File: src/rtl/cla_seq_adder_if.sv
`default_nettype none
// ============================================================================
// Module      : cla_seq_adder_if
// Description : Operand/result handshake bundle for the sequential CLA adder.
// Revision    : 1.0 - initial release
// ============================================================================
interface cla_seq_adder_if #(
    parameter int WIDTH = 32
);
    logic             in_valid;
    logic             in_ready;
    logic [WIDTH-1:0] op_a;
    logic [WIDTH-1:0] op_b;
    logic             op_sub;
    logic             out_valid;
    logic             out_ready;
    logic [WIDTH-1:0] result;
    logic             carry_out;
    logic             overflow;
    logic             is_not_equal;
    logic             is_less_than;

    // Producer of operands / consumer of results
    modport master (
        output in_valid,
        output op_a,
        output op_b,
        output op_sub,
        output out_ready,
        input  in_ready,
        input  out_valid,
        input  result,
        input  carry_out,
        input  overflow,
        input  is_not_equal,
        input  is_less_than
    );

    // The adder itself
    modport slave (
        input  in_valid,
        input  op_a,
        input  op_b,
        input  op_sub,
        input  out_ready,
        output in_ready,
        output out_valid,
        output result,
        output carry_out,
        output overflow,
        output is_not_equal,
        output is_less_than
    );
endinterface
`default_nettype wire

File: src/rtl/cla_seq_adder.sv
`default_nettype none
// ============================================================================
// Module      : cla_seq_adder (with helper cla_8)
// Description : WIDTH-bit add/sub that time-shares one 8-bit carry-lookahead
//               slice over WIDTH/8 cycles, LSB slice first. Optional compare
//               flags are enabled by defining CLA_SEQ_CMP_FLAGS_EN.
// Revision    : 1.0 - initial release
// ============================================================================

// ----------------------------------------------------------------------------
// cla_8 : 8-bit carry-lookahead adder slice with signed-overflow output.
// ----------------------------------------------------------------------------
module cla_8 (
    input  wire logic [7:0] i_a,
    input  wire logic [7:0] i_b,
    input  wire logic       i_cin,
    output logic      [7:0] o_sum,
    output logic            o_cout,
    output logic            o_signed_ovf
);
    logic [7:0] w_g;
    logic [7:0] w_p;
    logic [8:0] w_c;

    assign w_g = i_a & i_b;
    assign w_p = i_a ^ i_b;

    // Carry into bit n as a flat sum of products: no carry ripples through
    // lower bit positions.
    function automatic logic f_lookahead(
        input logic [7:0] g,
        input logic [7:0] p,
        input logic       cin,
        input int         n
    );
        logic carry;
        logic term;
        carry = 1'b0;
        for (int j = 0; j <= 8; j++) begin
            if (j <= n) begin
                term = (j == 0) ? cin : g[j-1];
                for (int k = 0; k < 8; k++) begin
                    if (k >= j && k < n) begin
                        term = term & p[k];
                    end
                end
                carry = carry | term;
            end
        end
        return carry;
    endfunction

    for (genvar i = 0; i <= 8; i++) begin : g_carry
        assign w_c[i] = f_lookahead(w_g, w_p, i_cin, i);
    end

    assign o_sum        = w_p ^ w_c[7:0];
    assign o_cout       = w_c[8];
    assign o_signed_ovf = w_c[8] ^ w_c[7];
endmodule

// ----------------------------------------------------------------------------
// cla_seq_adder : sequencer around a single shared cla_8.
// ----------------------------------------------------------------------------
module cla_seq_adder #(
    parameter int WIDTH = 32
) (
    input  wire logic     clock,
    input  wire logic     reset_n,
    cla_seq_adder_if.slave bus
);
    localparam int c_NSLICES = WIDTH / 8;
    localparam int c_IDX_W   = (c_NSLICES > 1) ? $clog2(c_NSLICES) : 1;

    typedef enum logic [1:0] {
        S_IDLE = 2'd0,
        S_RUN  = 2'd1,
        S_DONE = 2'd2
    } state_t;

    state_t r_state;
    state_t w_state_next;

    logic [WIDTH-1:0]   r_a;
    logic [WIDTH-1:0]   r_b;
    logic               r_carry;
    logic [c_IDX_W-1:0] r_idx;
    logic [WIDTH-1:0]   r_result;
    logic               r_carry_out;
    logic               r_overflow;

    logic               w_in_ready;
    logic               w_out_valid;
    logic               w_accept;
    logic               w_run;
    logic               w_last;
    logic [7:0]         w_a_slice;
    logic [7:0]         w_b_slice;
    logic [7:0]         w_sum;
    logic               w_cout;
    logic               w_ovf;

    assign w_accept  = (r_state == S_IDLE) && bus.in_valid;
    assign w_run     = (r_state == S_RUN);
    assign w_last    = (r_idx == c_IDX_W'(c_NSLICES - 1));
    assign w_a_slice = r_a[8*r_idx +: 8];
    assign w_b_slice = r_b[8*r_idx +: 8];

    cla_8 u_cla_8 (
        .i_a          (w_a_slice),
        .i_b          (w_b_slice),
        .i_cin        (r_carry),
        .o_sum        (w_sum),
        .o_cout       (w_cout),
        .o_signed_ovf (w_ovf)
    );

    always_ff @(posedge clock or negedge reset_n) begin
        if (!reset_n) begin
            r_state <= S_IDLE;
        end else begin
            r_state <= w_state_next;
        end
    end

    always_comb begin
        w_state_next = r_state;
        w_in_ready   = 1'b0;
        w_out_valid  = 1'b0;
        case (r_state)
            S_IDLE: begin
                w_in_ready = 1'b1;
                if (bus.in_valid) begin
                    w_state_next = S_RUN;
                end
            end
            S_RUN: begin
                if (w_last) begin
                    w_state_next = S_DONE;
                end
            end
            S_DONE: begin
                w_out_valid = 1'b1;
                if (bus.out_ready) begin
                    w_state_next = S_IDLE;
                end
            end
            default: begin
                w_state_next = S_IDLE;
            end
        endcase
    end

    // B is pre-inverted for subtraction; the +1 enters as the slice-0 carry.
    always_ff @(posedge clock or negedge reset_n) begin
        if (!reset_n) begin
            r_a         <= '0;
            r_b         <= '0;
            r_carry     <= 1'b0;
            r_idx       <= '0;
            r_result    <= '0;
            r_carry_out <= 1'b0;
            r_overflow  <= 1'b0;
        end else begin
            if (w_accept) begin
                r_a     <= bus.op_a;
                r_b     <= bus.op_b ^ {WIDTH{bus.op_sub}};
                r_carry <= bus.op_sub;
                r_idx   <= '0;
            end
            if (w_run) begin
                r_result[8*r_idx +: 8] <= w_sum;
                r_carry                <= w_cout;
                r_idx                  <= w_last ? '0 : r_idx + c_IDX_W'(1);
                if (w_last) begin
                    r_carry_out <= w_cout;
                    r_overflow  <= w_ovf;
                end
            end
        end
    end

    assign bus.in_ready  = w_in_ready;
    assign bus.out_valid = w_out_valid;
    assign bus.result    = r_result;
    assign bus.carry_out = r_carry_out;
    assign bus.overflow  = r_overflow;

`ifdef CLA_SEQ_CMP_FLAGS_EN
    logic             r_sub;
    logic             r_ne;
    logic             r_lt;
    logic [WIDTH-1:0] w_final;

    // Full result as it will look once the top slice lands this cycle.
    always_comb begin
        w_final                  = r_result;
        w_final[WIDTH-8 +: 8]    = w_sum;
    end

    always_ff @(posedge clock or negedge reset_n) begin
        if (!reset_n) begin
            r_sub <= 1'b0;
            r_ne  <= 1'b0;
            r_lt  <= 1'b0;
        end else begin
            if (w_accept) begin
                r_sub <= bus.op_sub;
            end
            if (w_run && w_last) begin
                r_ne <= r_sub & (w_final != '0);
                r_lt <= r_sub & (w_sum[7] ^ w_ovf);
            end
        end
    end

    assign bus.is_not_equal = r_ne;
    assign bus.is_less_than = r_lt;
`else
    assign bus.is_not_equal = 1'b0;
    assign bus.is_less_than = 1'b0;
`endif

endmodule
`default_nettype wire
File: src/flat_wrapper.sv
// flat-port wrapper written by rule: the top's interface ports become plain ports
module cla_seq_adder_flat 
#(
    parameter int WIDTH = 32
)
  (clock, reset_n, bus_in_valid, bus_op_a, bus_op_b, bus_op_sub, bus_out_ready, bus_in_ready, bus_out_valid, bus_result, bus_carry_out, bus_overflow, bus_is_not_equal, bus_is_less_than);
  cla_seq_adder_if #(.WIDTH(WIDTH)) bus_i ();
  input  wire logic clock;
  input  wire logic reset_n;
  input wire logic [$bits(bus_i.in_valid)-1:0] bus_in_valid;
  input wire logic [$bits(bus_i.op_a)-1:0] bus_op_a;
  input wire logic [$bits(bus_i.op_b)-1:0] bus_op_b;
  input wire logic [$bits(bus_i.op_sub)-1:0] bus_op_sub;
  input wire logic [$bits(bus_i.out_ready)-1:0] bus_out_ready;
  output wire logic [$bits(bus_i.in_ready)-1:0] bus_in_ready;
  output wire logic [$bits(bus_i.out_valid)-1:0] bus_out_valid;
  output wire logic [$bits(bus_i.result)-1:0] bus_result;
  output wire logic [$bits(bus_i.carry_out)-1:0] bus_carry_out;
  output wire logic [$bits(bus_i.overflow)-1:0] bus_overflow;
  output wire logic [$bits(bus_i.is_not_equal)-1:0] bus_is_not_equal;
  output wire logic [$bits(bus_i.is_less_than)-1:0] bus_is_less_than;
  assign bus_i.in_valid = bus_in_valid;
  assign bus_i.op_a = bus_op_a;
  assign bus_i.op_b = bus_op_b;
  assign bus_i.op_sub = bus_op_sub;
  assign bus_i.out_ready = bus_out_ready;
  assign bus_in_ready = bus_i.in_ready;
  assign bus_out_valid = bus_i.out_valid;
  assign bus_result = bus_i.result;
  assign bus_carry_out = bus_i.carry_out;
  assign bus_overflow = bus_i.overflow;
  assign bus_is_not_equal = bus_i.is_not_equal;
  assign bus_is_less_than = bus_i.is_less_than;
  cla_seq_adder #(.WIDTH(WIDTH)) u_core (.clock(clock), .reset_n(reset_n), .bus(bus_i));
endmodule
File: config.mk
export PLATFORM = sky130hd
export DESIGN_NAME = cla_seq_adder_flat
export DESIGN_NICKNAME = d
export VERILOG_FILES = /design/src/rtl/cla_seq_adder_if.sv /design/src/rtl/cla_seq_adder.sv /design/src/flat_wrapper.sv
export SDC_FILE = /design/constraint.sdc
export NUM_CORES = 1
export LEC_CHECK = 0
export BUFFER_PORTS_ARGS = -buffer_cell sky130_fd_sc_hd__buf_2
export CAP_MARGIN = 20
export CORE_UTILIZATION = 45
export DETAILED_ROUTE_END_ITERATION = 8
export HOLD_SLACK_MARGIN = 0.1
export PLACE_DENSITY_LB_ADDON = 0.05
export SYNTH_ARGS = -nofsm -noshare
export SYNTH_HDL_FRONTEND = slang
export SYNTH_SLANG_ARGS = --single-unit
export TNS_END_PERCENT = 30
File: constraint.sdc
create_clock -name clock -period 4.4 [get_ports clock]
set_input_delay 1.32 -clock clock [delete_from_list [all_inputs] [get_ports clock]]
set_output_delay 1.32 -clock clock [all_outputs]
set_load 0.01 [all_outputs]
# After elaboration in Yosys (flattened, before gate mapping)
# Cells that the tools add are included.
# Widths: inputs -> output; s select.
# op_classes
reduce_logical	5
n_addsub	2
muxes	12
bitwise	77
shift	4
n_eq_ne	6
# ops
cell	n
$shiftx 32x6->8	2
$and 1x1->1	36
$or 1x1->1	36
$neg 5->34	1
$shift 8x34->32 const A	1
$shiftx 8x34->32	1
$bwmux 32	1
$xor 32x32->32	1
$xor 8x8->8	2
$mux 2	6
$and 8x8->8	1
$ne 2x2->1 const B	3
$pmux 2 s3	1
$eq 2x2->1 const B	2
$mux 1	4
$reduce_and 3->1	1
$add 2x1->2 const B	1
$eq 2x1->1 const B	1
$logic_not 2->1	1
$reduce_and 2->1	1
$reduce_bool 2->1	1
$logic_and 1x1->1	1
$xor 1x1->1	1
# word_totals
out_inout_bits	38
word_cells	114
input_bits	69
reg_bits	103

# Depth between registers and ports, before layout
# depth
word_depth	19
depth_mapped	9
ltp_nobuf	8

# By module
# From an unflattened synthesis, not the netlist that was laid out.
# hier_totals
cells_unflattened	411
area_unflattened_um2	5387.7
# modules_own_cells
mod	cells_per_inst	area_per_inst_um2	instances	seq_area_each_um2
cla_seq_adder	365	5014.8	1	2577.5
cla_8	46	372.9	1	0.0

# Worst setup path before layout
# Ideal clock, no wire load.
# synth_path
kind	register to register
from	register u_core.r_idx[0]
to	register u_core.r_result[15] (netlist: u_core.bus.result[15])
path_stages_with_launch	9
arrival_time_ps	2529
setup_ps	121
path_buffers	1
t_required_ps	4279
setup_slack_ps	1750
synth_period_minus_slack_ps	2650
path_cell_list	dfrtp_1 buf_2 mux4_2 ha_1 o21a_2 a2bb2oi_2 a41oi_4 xnor2_2 a22o_1
# synth_via
elab_chain_len	19
elab_cells_between_ends	65
cone_classes	1 x add/sub; 4 x shift; 1 x mux; 59 x bitwise
# synth_lines
element	line	text
start: declaration	cla_seq_adder.sv:87	logic [c_IDX_W-1:0] r_idx;
start signal: assignment	cla_seq_adder.sv:174	r_idx <= w_last ? '0 : r_idx + c_IDX_W'(1);
$shiftx 32x6->8 (on tied branches)	cla_seq_adder.sv:106, cla_seq_adder.sv:107	
$xor 8x8->8	cla_seq_adder.sv:26	assign w_p = i_a ^ i_b;
$and 1x1->1 (7 in series)	cla_seq_adder.sv:44	term = term & p[k];
$or 1x1->1 (7 in series)	cla_seq_adder.sv:47	carry = carry | term;
$xor 8x8->8	cla_seq_adder.sv:57	assign o_sum = w_p ^ w_c[7:0];
$shiftx 8x34->32	cla_seq_adder.sv:172	r_result[8*r_idx +: 8] <= w_sum;
$bwmux 32 *	cla_seq_adder.sv:172	
end signal: indexed assignment	cla_seq_adder.sv:172	
end: declaration	cla_seq_adder.sv:88	logic [WIDTH-1:0] r_result;
# Every way passes the cells marked *; elsewhere a longest branch is shown, timed or not.
# A chain may end at the register's enable or synchronous reset.

# Final worst setup path
# Same ends and word-level chain as after synthesis.

==> run_results.csv <==
group,metric,value,unit
drt,firstDrtPassIters,4,
timing,finalSetupViolCount,0,
timing,max_freq,309,MHz
clock_network,cts_setup_buffers,0,
drt,vias,3600,
drt,drtIter0Drc,151,
clock_network,cts_buffers,9,
clock_network,cts_root_buf,"clkbuf_8",
cells_and_area,area_growth,16.8,%
timing,relSlewSlack,37.8,%
cells_and_area,fillers,984,
grt,grt.overflow.total,0,
placement,dp_cells,692,
clock_network,htree_levels,3,
grt,grt_pass1_vias,3704,
hold_path,min-delay-start,"u_core.r_a[15]$_DFFE_PN0P_",
timing,hold_viol_final,0,
critical_path,max_stage_delay,0.86,ns
drt,wl_per_cell,15.4,µm
yosys,seq_area_frac_synth,52.4,%
placement,dp_hpwl,8.11,mm
cells_and_area,fin_cells,709,
floorplanning,die_area,11300,µm²
clock_network,clk_path_buf_depth,2,
yosys,yosysUniqueCellTypes,38,
outcome,status,"finished, final reports clean",
critical_path,cp_data_arrival_time,3.48,ns
yosys,synth_compound_area_share,11.4,%
clock_network,cts_resized,0,
floorplanning,fp-row-count,37,
cells_and_area,final_util,54.9,%
timing,min_period,3.24,ns
drt,ant_nets,0,
grt,grt_usage,21.2,%
timing,setup_tns,0,ns
grt,antenna_found_initial,0,
critical_path,cp-startpoint,"u_core.r_idx[0]$_DFFE_PN0P_",
timing,report.final.slew_viol_count,0,
yosys,synth_top_family_by_area,"simple AND/OR/NAND/NOR gates",
critical_path,startpoint_type,"register",
floorplanning,die_y,107,µm
critical_path,worstPathMaxFanout,17,
clock_network,clk_latency,0.37,ns
yosys,synth_xor_area_share,6.92,%
critical_path,r2r-start,"u_core.r_idx[0]$_DFFE_PN0P_",
yosys,synth_mux_area_share,7.33,%
clock_network,cts_hold_buffers,0,
critical_path,cp.required,4.65,ns
drt,viasPerCell,5.08,
placement,gp_congestion,0.841,
power_and_ir_drop,powerDensity,774,nW/µm²
yosys,yosys.area_share.simple,14.7,%
drt,wl,11.0,mm
timing,fin_crit_sh,73.5,%
clock_network,clkSinkCount,103,
floorplanning,fp.dieW,107,µm
critical_path,cpMaxStageDelayCell,"dfrtp_1",
yosys,synthAdderAreaFrac,4.22,%
yosys,yosysWarnings,0,
yosys,synth_area,4920,µm²
hold_path,hold_class,"reg2reg",
cells_and_area,drive_gt1_share,26.2,%
grt,grt_pass1_wl,18.5,mm
critical_path,cpMostUsedCell,"a21o_1",
placement,io_buffers,104,
floorplanning,start_util,47.0,%
critical_path,crit_type,"reg2reg",
grt,grt_max_degree,88,
floorplanning,core,10500,µm²
floorplanning,ios,107,
power_and_ir_drop,power_leakage,2.88,nW
clock_network,cts_tree,"yes",
clock_network,clk_pin_slew,0.10,ns
cells_and_area,num-nets-final,653,
yosys,synthCells,472,
timing,rsz0062_at_grt,"false",
timing,clock_skew,0.0221,ns
run,maxCapViolations,0,
drt,drc,0,
yosys,syn_avg_cell_area,10.4,µm²
cells_and_area,antenna_cells,0,
critical_path,cp-end-kind,"register",
timing,tightest_slew,0.931,ns
yosys,synth-seq-cells,103,
critical_path,crit_chain,"buf_4 > mux4_2 > ha_1 > a21o_1 > a21o_1 > a41oi_4 > xnor2_2 > a22o_1",
power_and_ir_drop,peakVddDrop,0.285,mV
==> power by group <==
group	internal, W	switching (W)
logic	0.000959	0.00133
registers	0.00132	0.000281
clock network	0.000211	0.000342
==> critical path: cells and delay by family, from the launching register on <==
kind,cells,cell delay (ns)
xor+xnor,1,0.12
buf+inv,1,0.34
mux,1,0.54
fa+ha+maj,1,0.41
flops,1,0.86
compound gates,4,0.86
==> cells in the final DEF (no fill, tap or decap), types with 3 or more instances in the layout <==
master and count:
o21ai_0 47, xnor2_1 35, nand2_1 148, inv_1 6
nor3_1 3, a21oi_1 8, clkbuf_8 9, nand4_1 3
nand2b_1 5, ha_1 15, inv_6 3, buf_4 7
dfrtp_1 103, a22o_1 20, mux4_2 16, buf_2 103
nor2_1 10
==> cells in the mapped netlist (all sizes together) <==
library cell / n / area share [%]
a2bb2oi: 1 / 0.31
buf: 12 / 1.3
nor4: 1 / 0.13
xnor2: 36 / 6.6
a21oi: 8 / 0.81
o31ai: 2 / 0.31
nor2b: 1 / 0.13
xor2: 2 / 0.36
a311oi: 1 / 0.18
inv: 6 / 0.46
dfrtp: 103 / 52
a21o: 2 / 0.31
nand2: 150 / 12
a22o: 20 / 3.6
o21ai: 48 / 4.9
a221oi: 1 / 0.18
fa: 1 / 0.41
nand3: 1 / 0.10
clkbuf: 15 / 1.1
a41oi: 1 / 0.56
nor3: 4 / 0.51
and2: 1 / 0.13
conb: 1 / 0.076
ha: 15 / 3.8
nand2b: 5 / 0.64
nand4: 3 / 0.38
mux4: 16 / 7.3
nor2: 10 / 0.76
and3: 1 / 0.13
o21a: 2 / 0.33
or3: 2 / 0.25
==> registers in the layout (all words and copies together), names as in the netlist <==
register,cells
u_core.r_carry,1
u_core.bus.result,32
u_core.bus.carry_out,1
u_core.bus.overflow,1
u_core.r_a,32
u_core.r_b,32
u_core.r_idx,2
u_core.r_state,2
==> cell type report <==
type                       instances  area (µm²)  area share, %
sequential                       103        2580           44.9
tap                              136         170           2.96
timing repair buffer             111         596           10.4
inverter                           6        22.5          0.392
multi-input combinational        337        2200           38.3
clock inverter                     7        52.6          0.915
clock buffer                       9         124           2.16
==> final timing paths <==
kind,to,slack (ns),cells after the start
max,u_core.bus.result[15]$_DFFE_PN0P_,1.16,8
min,u_core.r_a[15]$_DFFE_PN0P_,0.48,2
max reg2reg,u_core.bus.result[15]$_DFFE_PN0P_,1.16,8
min reg2reg,u_core.r_a[15]$_DFFE_PN0P_,0.48,2
max in group asynchronous,u_core.r_b[10]$_DFFE_PN0P_,2.73,3
min in group asynchronous,u_core.bus.result[2]$_DFFE_PN0P_,0.82,1
==> layer usage <==
metal  routed length [µm]  track usage, %  part of all wire (%)  vias to the layer above
met5                    0               0                     0                        -
met4                  173            5.68                   1.6                        0
met3                  401            4.84                   3.7                       13
met2                 5370            34.2                    49                       89
met1                 5010            28.8                    46                     1721
li1                     -               -                     -                     1777
==> stage by stage <==
step	power (W)	worst slack, ns	hold WS [ns]	cell area [µm²]
after floorplan	0.00326	1.75	0.440	4920
after global placement	0.00388	1.20	0.458	5540
after detailed placement	0.00395	1.11	0.462	5540
after CTS	0.00449	1.10	0.485	5720
after global routing	0.00487	0.918	0.505	5740
final	0.00444	1.16	0.484	5740
==> cell families after synthesis <==
logic type,after synthesis
adder cells (fa/ha/maj),16
buffers and inverters,33
other,1
AND/OR/NAND/NOR,179
XOR/XNOR,38
multiplexers,16
flip-flops,103
AO/OA/AOI/OAI,86
(Power assumes the default switching activity.)
